$ cat src/rtl/edge_bit_sampler.sv
// Oversampled receive-bit sampler: counts edges within a bit period, counts bit periods,
// and majority-votes three samples taken around the middle of each bit.
module edge_bit_sampler #(
    parameter logic [5:0] DEFAULT_PRESCALE = 6'd8
) (
    input  logic       CLK,
    input  logic       RST,
    input  logic       RX_IN,
    input  logic [5:0] Prescale,
    input  logic       edge_count_en,
    input  logic       Data_samp_en,
    output logic [5:0] edge_count,
    output logic [3:0] bit_count,
    output logic       sampled_bit,
    output logic       samp_valid
);

    logic [5:0] p_reg;
    logic [5:0] p_legal;
    logic [5:0] p_last;
    logic [5:0] mid;
    logic [2:0] samp;      // {s2, s1, s0}
    logic       bit_end;
    logic       sampling;
    logic       cap0;
    logic       cap1;
    logic       cap2;
    logic       vote;

    always_comb begin
        // NOTE: default assigned first so every path drives p_legal and no latch is inferred.
        p_legal = 6'd8;
        case (Prescale)
            6'd8, 6'd16, 6'd32: p_legal = Prescale;
            default:            p_legal = 6'd8;
        endcase
    end

    assign p_last   = p_reg - 6'd1;
    assign mid      = {1'b0, p_reg[5:1]};
    assign bit_end  = (edge_count == p_last);
    assign sampling = edge_count_en && Data_samp_en;
    assign cap0     = sampling && (edge_count == mid - 6'd1);
    assign cap1     = sampling && (edge_count == mid);
    assign cap2     = sampling && (edge_count == mid + 6'd1);
    // s2 is being captured this cycle, so vote with the live line value in its place.
    assign vote     = (samp[0] & samp[1]) | (samp[0] & RX_IN) | (samp[1] & RX_IN);

    // NOTE: all state uses non-blocking assignments so every register sees pre-edge values.
    always_ff @(posedge CLK) begin
        if (RST) begin
            p_reg       <= DEFAULT_PRESCALE;
            edge_count  <= 6'd0;
            bit_count   <= 4'd0;
            samp        <= 3'b111;
            sampled_bit <= 1'b1;
            samp_valid  <= 1'b0;
        end else begin
            if (!edge_count_en) begin
                p_reg      <= p_legal;
                edge_count <= 6'd0;
                bit_count  <= 4'd0;
            end else if (bit_end) begin
                edge_count <= 6'd0;
                if (bit_count != 4'd15) begin
                    bit_count <= bit_count + 4'd1;
                end
            end else begin
                edge_count <= edge_count + 6'd1;
            end

            if (!edge_count_en && !Data_samp_en) begin
                samp <= 3'b111;
            end else begin
                if (cap0) samp[0] <= RX_IN;
                if (cap1) samp[1] <= RX_IN;
                if (cap2) samp[2] <= RX_IN;
            end

            samp_valid <= cap2;
            if (cap2) begin
                sampled_bit <= vote;
            end
        end
    end

endmodule

$ cat config.mk
export PLATFORM = sky130hd
export DESIGN_NAME = edge_bit_sampler
export DESIGN_NICKNAME = d
export VERILOG_FILES = /design/src/rtl/edge_bit_sampler.sv
export SDC_FILE = /design/constraint.sdc
export NUM_CORES = 1
export LEC_CHECK = 0
export BUFFER_PORTS_ARGS = -buffer_cell sky130_fd_sc_hd__clkbuf_2
export CAP_MARGIN = 30
export CORE_MARGIN = 1
export CORE_UTILIZATION = 45
export CTS_CLUSTER_DIAMETER = 150
export DETAILED_ROUTE_END_ITERATION = 6
export PLACE_DENSITY_LB_ADDON = 0.08
export SLEW_MARGIN = 20
export SYNTH_ARGS = -nofsm -noshare
export SYNTH_HDL_FRONTEND = slang
export SYNTH_SLANG_ARGS = --single-unit
export TNS_END_PERCENT = 100
$ cat constraint.sdc
create_clock -name CLK -period 2.15 [get_ports CLK]
set_input_delay 0.3225 -clock CLK [delete_from_list [all_inputs] [get_ports CLK]]
set_output_delay 0.3225 -clock CLK [all_outputs]
set_load 0.05 [all_outputs]
==> run_results.csv, run 1 <==
group,metric,value,unit
routing,viasPerCell,5.67,
clock_tree,clock-root-buffer,"clkbuf_4",
global_routing,grt_overflow,0,
timing,hold_ws,267,ps
run_status,status,"finished with violations",
clock_tree,cts_max_level,1,
floorplanning,initial_utilization,48.0,%
placement,io_buffers,22,
floorplanning,dieHeight,56.7,um
setup_path,cp.required,2340,ps
hold_path,hold_path.class,"in -> reg",
floorplanning,dieArea,3210,um^2
floorplanning,rows,19,
clock_tree,post-cts-setup-buffer-count,0,
synthesis,syn_area,1350,um^2
timing,min_period,1930,ps
global_routing,grt_pass1_vias,1075,
setup_path,end_kind,"register",
run_status,violations,"DRC",
setup_path,slowest_stage,"and3_1",
routing,drc_errors,3,
clock_tree,cts_buffer_depth,2,
routing,wire_per_inst,13.6,um
synthesis,synth_edf_count,0,
floorplanning,die_x,56.7,um
final_layout,syn2layout_area_growth,10.9,%
synthesis,syn_nets,171,
timing,finalCritPeriodShare,90.0,%
setup_path,cpPeakStageDelay,390,ps
timing,clock.fmax,517,MHz
clock_tree,clock_latency,300,ps
setup_path,worstSetupStartpoint,"p_reg[1]$_SDFFE_PP0N_",
setup_path,cp-start-kind,"register",
final_layout,fillers,278,
global_routing,grt_max_degree,12,
setup_path,crit_type,"reg -> reg",
final_layout,final_nets,192,
timing,drv_slew,0,
clock_tree,cts_tree,"done",
setup_path,rr_startpoint,"p_reg[1]$_SDFFE_PP0N_",
power_and_ir_drop,finalPower,0.650,mW
setup_path,path_max_fanout,8,
power_and_ir_drop,vdd_ir_drop_max,0.000191,V
floorplanning,ioPinCount,23,
routing,ant_nets,0,
final_layout,drive_gt1_share,23.6,%
setup_path,crit_chain,"inv_1 -> ha_1 -> a21boi_1 -> xnor2_1 -> nor2_1 -> and3_1 -> a311oi_2",
timing,max-slew-margin-rel,67.1,%
timing,hold_violations,0,
timing,clock_skew,2.18,ps
routing,drt_iter0_drc,27,
clock_tree,cts.hold.buffers_added,0,
synthesis,synth_ff_type,"dfxtp_1",
synthesis,avgSynthCellArea,8.74,um^2
clock_tree,numClockSinks,20,
power_and_ir_drop,leakagePower,0.649,nW
setup_path,crit_arrival,2120,ps
flow_run,drv_cap,0,
routing,first_pass_iters,6,
final_layout,mostFrequentLayoutCell,"clkbuf_2",
global_routing,grt_use_total,19.3,%
placement,dp_hpwl,2190,um
synthesis,synth_seq_area_share,29.7,%
placement,gp_congestion,0.894,
hold_path,worstHoldStart,"RX_IN",
synthesis,yosysUniqueCellTypes,43,
final_layout,final_cell_mix,"clkbuf_2, dfxtp_1, nor2_1",
power_and_ir_drop,power_density,435,nW/um^2
timing,setup_viol,0,
synthesis,yosys_warnings,0,
global_routing,grt_first_pass_wirelength,4820,um
global_routing,antenna_found_initial,0,
synthesis,synthCells,154,
clock_tree,cts_made_buffers,3,
final_layout,num_antenna_cells,0,
routing,vias,1162,
timing,final.setup.tns,0,ps
timing,rsz0062_at_grt,"no",
clock_tree,cts.clk_slew.worst_paths,120,ps
setup_path,crit_buf_inv,1,
floorplanning,core_area,2810,um^2
synthesis,ys_ff_latch,20,
timing,worst_pin_slew,493,ps
setup_path,critPathTopFamily,"simple AND/OR/NAND/NOR gates",
synthesis,async_flop_share,0,%
routing,totalWireLength,2780,um
## final cells by class
type                            count  area, um^2  share of cell area [%]
Multi-Input combinational cell    119         857                    57.4
Tap cell                           31        38.8                    2.60
Timing Repair Buffer               26         140                    9.39
Clock buffer                        4        36.3                    2.43
Sequential cell                    20         402                    26.9
Inverter                            5        18.8                    1.26
## repair_timing
action,CTS,global route
hold endpoints to repair,0,0
gates resized for setup,0,2
setup endpoints to repair,0,6
## final timing paths
kind,slack (ps),cells past startpoint,end
worst min register to register,500,2,p_reg[0]$_SDFFE_PP0N_
worst min-delay path,270,3,samp[1]$_SDFFE_PP1P_
worst max-delay path,220,7,bit_count[2]$_SDFFE_PP0P_
worst max register to register,220,7,bit_count[2]$_SDFFE_PP0P_
## layer usage
layer	wire (um)	part of all wire, %	track usage [%]
met5	0	0	0
met4	55	2.0	8.57
met3	95	3.4	2.76
met2	1350	49	32.0
met1	1280	46	24.5
## Yosys cell counts (2+ instances only)
master,instances,share of area [%]
nor2_1,18,5.0
mux2i_1,4,3.0
a211oi_1,3,1.7
nand2b_1,4,1.9
nand2_1,8,2.2
nand3_1,6,2.2
a21oi_1,3,1.1
inv_1,5,1.4
ha_1,6,5.6
xnor2_1,10,6.5
xor2_1,10,6.5
and3_1,4,1.9
o21a_1,3,1.7
a41oi_1,2,1.3
buf_6,4,3.3
nor2b_1,3,1.4
nand4_1,3,1.4
nor3_1,11,4.1
dfxtp_1,20,30
buf_4,2,1.1
clkbuf_1,3,0.84
## cells by family (layout without fill, tap and decap cells)
family                     Yosys count  in the layout  share of synthesized area, %
AOI/OAI and AO/OA                   24             24                          16.8
and+or+nand+nor                     64             64                          24.1
xor gates and xnor gates            20             20                          13.0
adders and majority gates            7              7                          6.32
buffers and inverters               15             35                          7.06
muxes                                4              4                          2.97
DFF                                 20             20                          29.7
## power breakdown
part	switching, mW	internal (mW)
Combinational	0.0292	0.0187
Clock	0.121	0.103
Sequential	0.00486	0.373
Total	0.155	0.495
## through the flow
step	util (%)	worst slack [ps]	instance area [um^2]	std cells
floorplan	-	249	1350	154
global placement	51.7	192	1450	201
detailed placement	51.7	107	1450	201
CTS	52.9	56.3	1490	205
global route	53.2	43.8	1490	205
finish	53.2	216	1490	205
## worst register-to-register path, cell delays in order (launching register included)
cell and delay (ps):
dfxtp_2 370, inv_1 120, ha_1 210, a21boi_1 260
xnor2_1 140, nor2_1 190, and3_1 390, a311oi_2 140
No activity file was read; power rests on OpenSTA's default activity.
==> inputs of run 2 (changes only) <==
--- a/config.mk
+++ b/config.mk
@@ -7,8 +7,11 @@
 export LEC_CHECK = 0
 export BUFFER_PORTS_ARGS = -buffer_cell sky130_fd_sc_hd__clkbuf_2
 export CAP_MARGIN = 30
+export CELL_PAD_IN_SITES_DETAIL_PLACEMENT = 1
+export CELL_PAD_IN_SITES_GLOBAL_PLACEMENT = 2
 export CORE_MARGIN = 1
-export CORE_UTILIZATION = 45
+export CORE_UTILIZATION = 35
+export CTS_BUF_LIST = sky130_fd_sc_hd__clkbuf_8
 export CTS_CLUSTER_DIAMETER = 150
 export DETAILED_ROUTE_END_ITERATION = 6
 export PLACE_DENSITY_LB_ADDON = 0.08
==> run 2 against run 1 <==
  * The flow now finishes without violations
  * Flip-flop and latch count stayed put
  * Register-to-register slack got worse by 50 ps
  * Die area grew 28%
  * Largest power group unchanged
==> run_results.csv, run 2 (same netlist as run 1, synthesis figures left out) <==
group,metric,value,unit
routing,ant_nets,0,
placement,dp_hpwl,2630,um
final_layout,final_nets,195,
clock_tree,cts.hold.buffers_added,0,
final_layout,final_cell_mix,"clkbuf_2, dfxtp_1, nor2_1",
clock_tree,cts_buffer_depth,2,
routing,vias,1177,
setup_path,reg2reg_depth,7,
clock_tree,cts_made_buffers,3,
setup_path,critPathTopFamily,"simple AND/OR/NAND/NOR gates",
routing,totalWireLength,3350,um
timing,min_period,1980,ps
routing,first_pass_iters,3,
setup_path,rr_startpoint,"p_reg[0]$_SDFFE_PP0N_",
hold_path,hold_end,"p_reg[5]$_SDFFE_PP0N_",
setup_path,cpPeakStageDelay,380,ps
timing,rsz0062_at_grt,"no",
hold_path,hold_path.class,"in -> reg",
power_and_ir_drop,power_density,435,nW/um^2
setup_path,crit_chain,"inv_1 -> ha_1 -> nor2_1 -> a211oi_4 -> o31ai_4 -> and3_2 -> a311oi_2",
global_routing,antenna_found_initial,0,
clock_tree,numClockSinks,20,
timing,finalCritPeriodShare,92.3,%
global_routing,grt_use_total,18.6,%
routing,drt_iter0_drc,61,
floorplanning,dieArea,4100,um^2
final_layout,multi_input_area,870,um^2
setup_path,crit_buf_inv,1,
global_routing,grt_max_degree,12,
clock_tree,cts_max_level,1,
setup_path,path_max_fanout,8,
run_status,status,"completed",
timing,max-slew-margin-rel,64.6,%
setup_path,reg2reg_to,"bit_count[2]$_SDFFE_PP0P_",
setup_path,cp-start-kind,"register",
setup_path,crit_type,"reg -> reg",
hold_path,worstHoldStart,"RST",
final_layout,mostFrequentLayoutCell,"clkbuf_2",
timing,drv_slew,0,
flow_run,drv_cap,0,
placement,gp_congestion,0.749,
floorplanning,die_x,64.0,um
clock_tree,cts_tree,"done",
final_layout,num_antenna_cells,0,
setup_path,slowest_stage,"dfxtp_1",
clock_tree,cts.clk_slew.worst_paths,70,ps
final_layout,utilization,42.1,%
final_layout,drive_gt1_share,25.6,%
floorplanning,dieHeight,64.0,um
floorplanning,ioPinCount,23,
routing,wire_per_inst,14.9,um
routing,drc_errors,0,
timing,clock.fmax,504,MHz
timing,clock_skew,3.94,ps
floorplanning,core_area,3690,um^2
final_layout,register_area,400,um^2
hold_path,min_path_cells,2,
power_and_ir_drop,vdd_ir_drop_max,0.000227,V
clock_tree,post-cts-setup-buffer-count,0,
setup_path,crit_arrival,2110,ps
floorplanning,initial_utilization,36.5,%
global_routing,grt_pass1_vias,1192,
routing,viasPerCell,5.25,
placement,io_buffers,22,
global_routing,grt_first_pass_wirelength,5720,um
global_routing,grt_overflow,0,
setup_path,end_kind,"register",
clock_tree,clock-root-buffer,"clkbuf_8",
clock_tree,clock_latency,260,ps
setup_path,r2r_slack,170,ps
clock_tree,cts_resized,0,
power_and_ir_drop,leakagePower,0.671,nW
timing,hold_violations,0,
setup_path,cp.required,2280,ps
timing,worst_pin_slew,531,ps
timing,final.setup.tns,0,ps
floorplanning,rows,22,
final_layout,fillers,462,
power_and_ir_drop,finalPower,0.676,mW
timing,setup_viol,0,
final_layout,syn2layout_area_growth,15.3,%
## run 2: cell types whose count changed in the layout (fill, tap and decap cells not counted)
cell,delta
buf_4,+3
clkbuf_4,-3
clkbuf_8,+2
a21boi_1,-1
a21boi_2,+1
and3_1,-1
and3_2,+1
dfxtp_1,+1
dfxtp_2,-1
xnor2_1,-1
xnor2_2,+1
## run 2: cell type report
class,count,area share [%]
Multi-Input combinational cell,119,56.0
Sequential cell,20,25.8
Timing Repair Buffer,29,10.5
Tap cell,48,3.87
Clock buffer,3,2.66
Inverter,5,1.21
## run 2: report_power, final
group / switching [mW] / internal [mW]
clock network: 0.124 / 0.125
logic: 0.0307 / 0.0188
registers: 0.00465 / 0.372
## run 2: worst max-delay path by stage
stage	from	end	slack [ps]	cells past startpoint
CTS	p_reg[0]$_SDFFE_PP0N_	bit_count[2]$_SDFFE_PP0P_	90	7
finish	p_reg[0]$_SDFFE_PP0N_	bit_count[2]$_SDFFE_PP0P_	170	7
global placement	p_reg[0]$_SDFFE_PP0N_	bit_count[2]$_SDFFE_PP0P_	230	7
detailed placement	p_reg[0]$_SDFFE_PP0N_	bit_count[2]$_SDFFE_PP0P_	140	7
global route	p_reg[0]$_SDFFE_PP0N_	bit_count[2]$_SDFFE_PP0P_	30	7
floorplan	edge_count[2]$_SDFF_PP0_	bit_count[2]$_SDFFE_PP0P_	250	7
## run 2: worst register-to-register path: stages, from the launching register on
cell and delay (ps):
dfxtp_1 380, inv_1 80, ha_1 230, nor2_1 220
a211oi_4 80, o31ai_4 360, and3_2 370, a311oi_2 130
## run 2: per-layer routing
layer,up-vias,track usage [%],part of all wire (%)
met5,-,0,0
met4,0,5.97,1.2
met3,5,3.21,2.5
met2,17,32.2,48
met1,575,23.2,49
li1,580,-,-
## run 2: stage by stage
step	setup WS, ps	instance area, um^2	instances	hold slack (ps)
floorplan	249	1350	154	451
global placement	234	1490	221	468
detailed placement	139	1490	221	491
CTS	92.2	1530	224	347
global route	29.9	1550	224	353
finish	166	1550	224	338
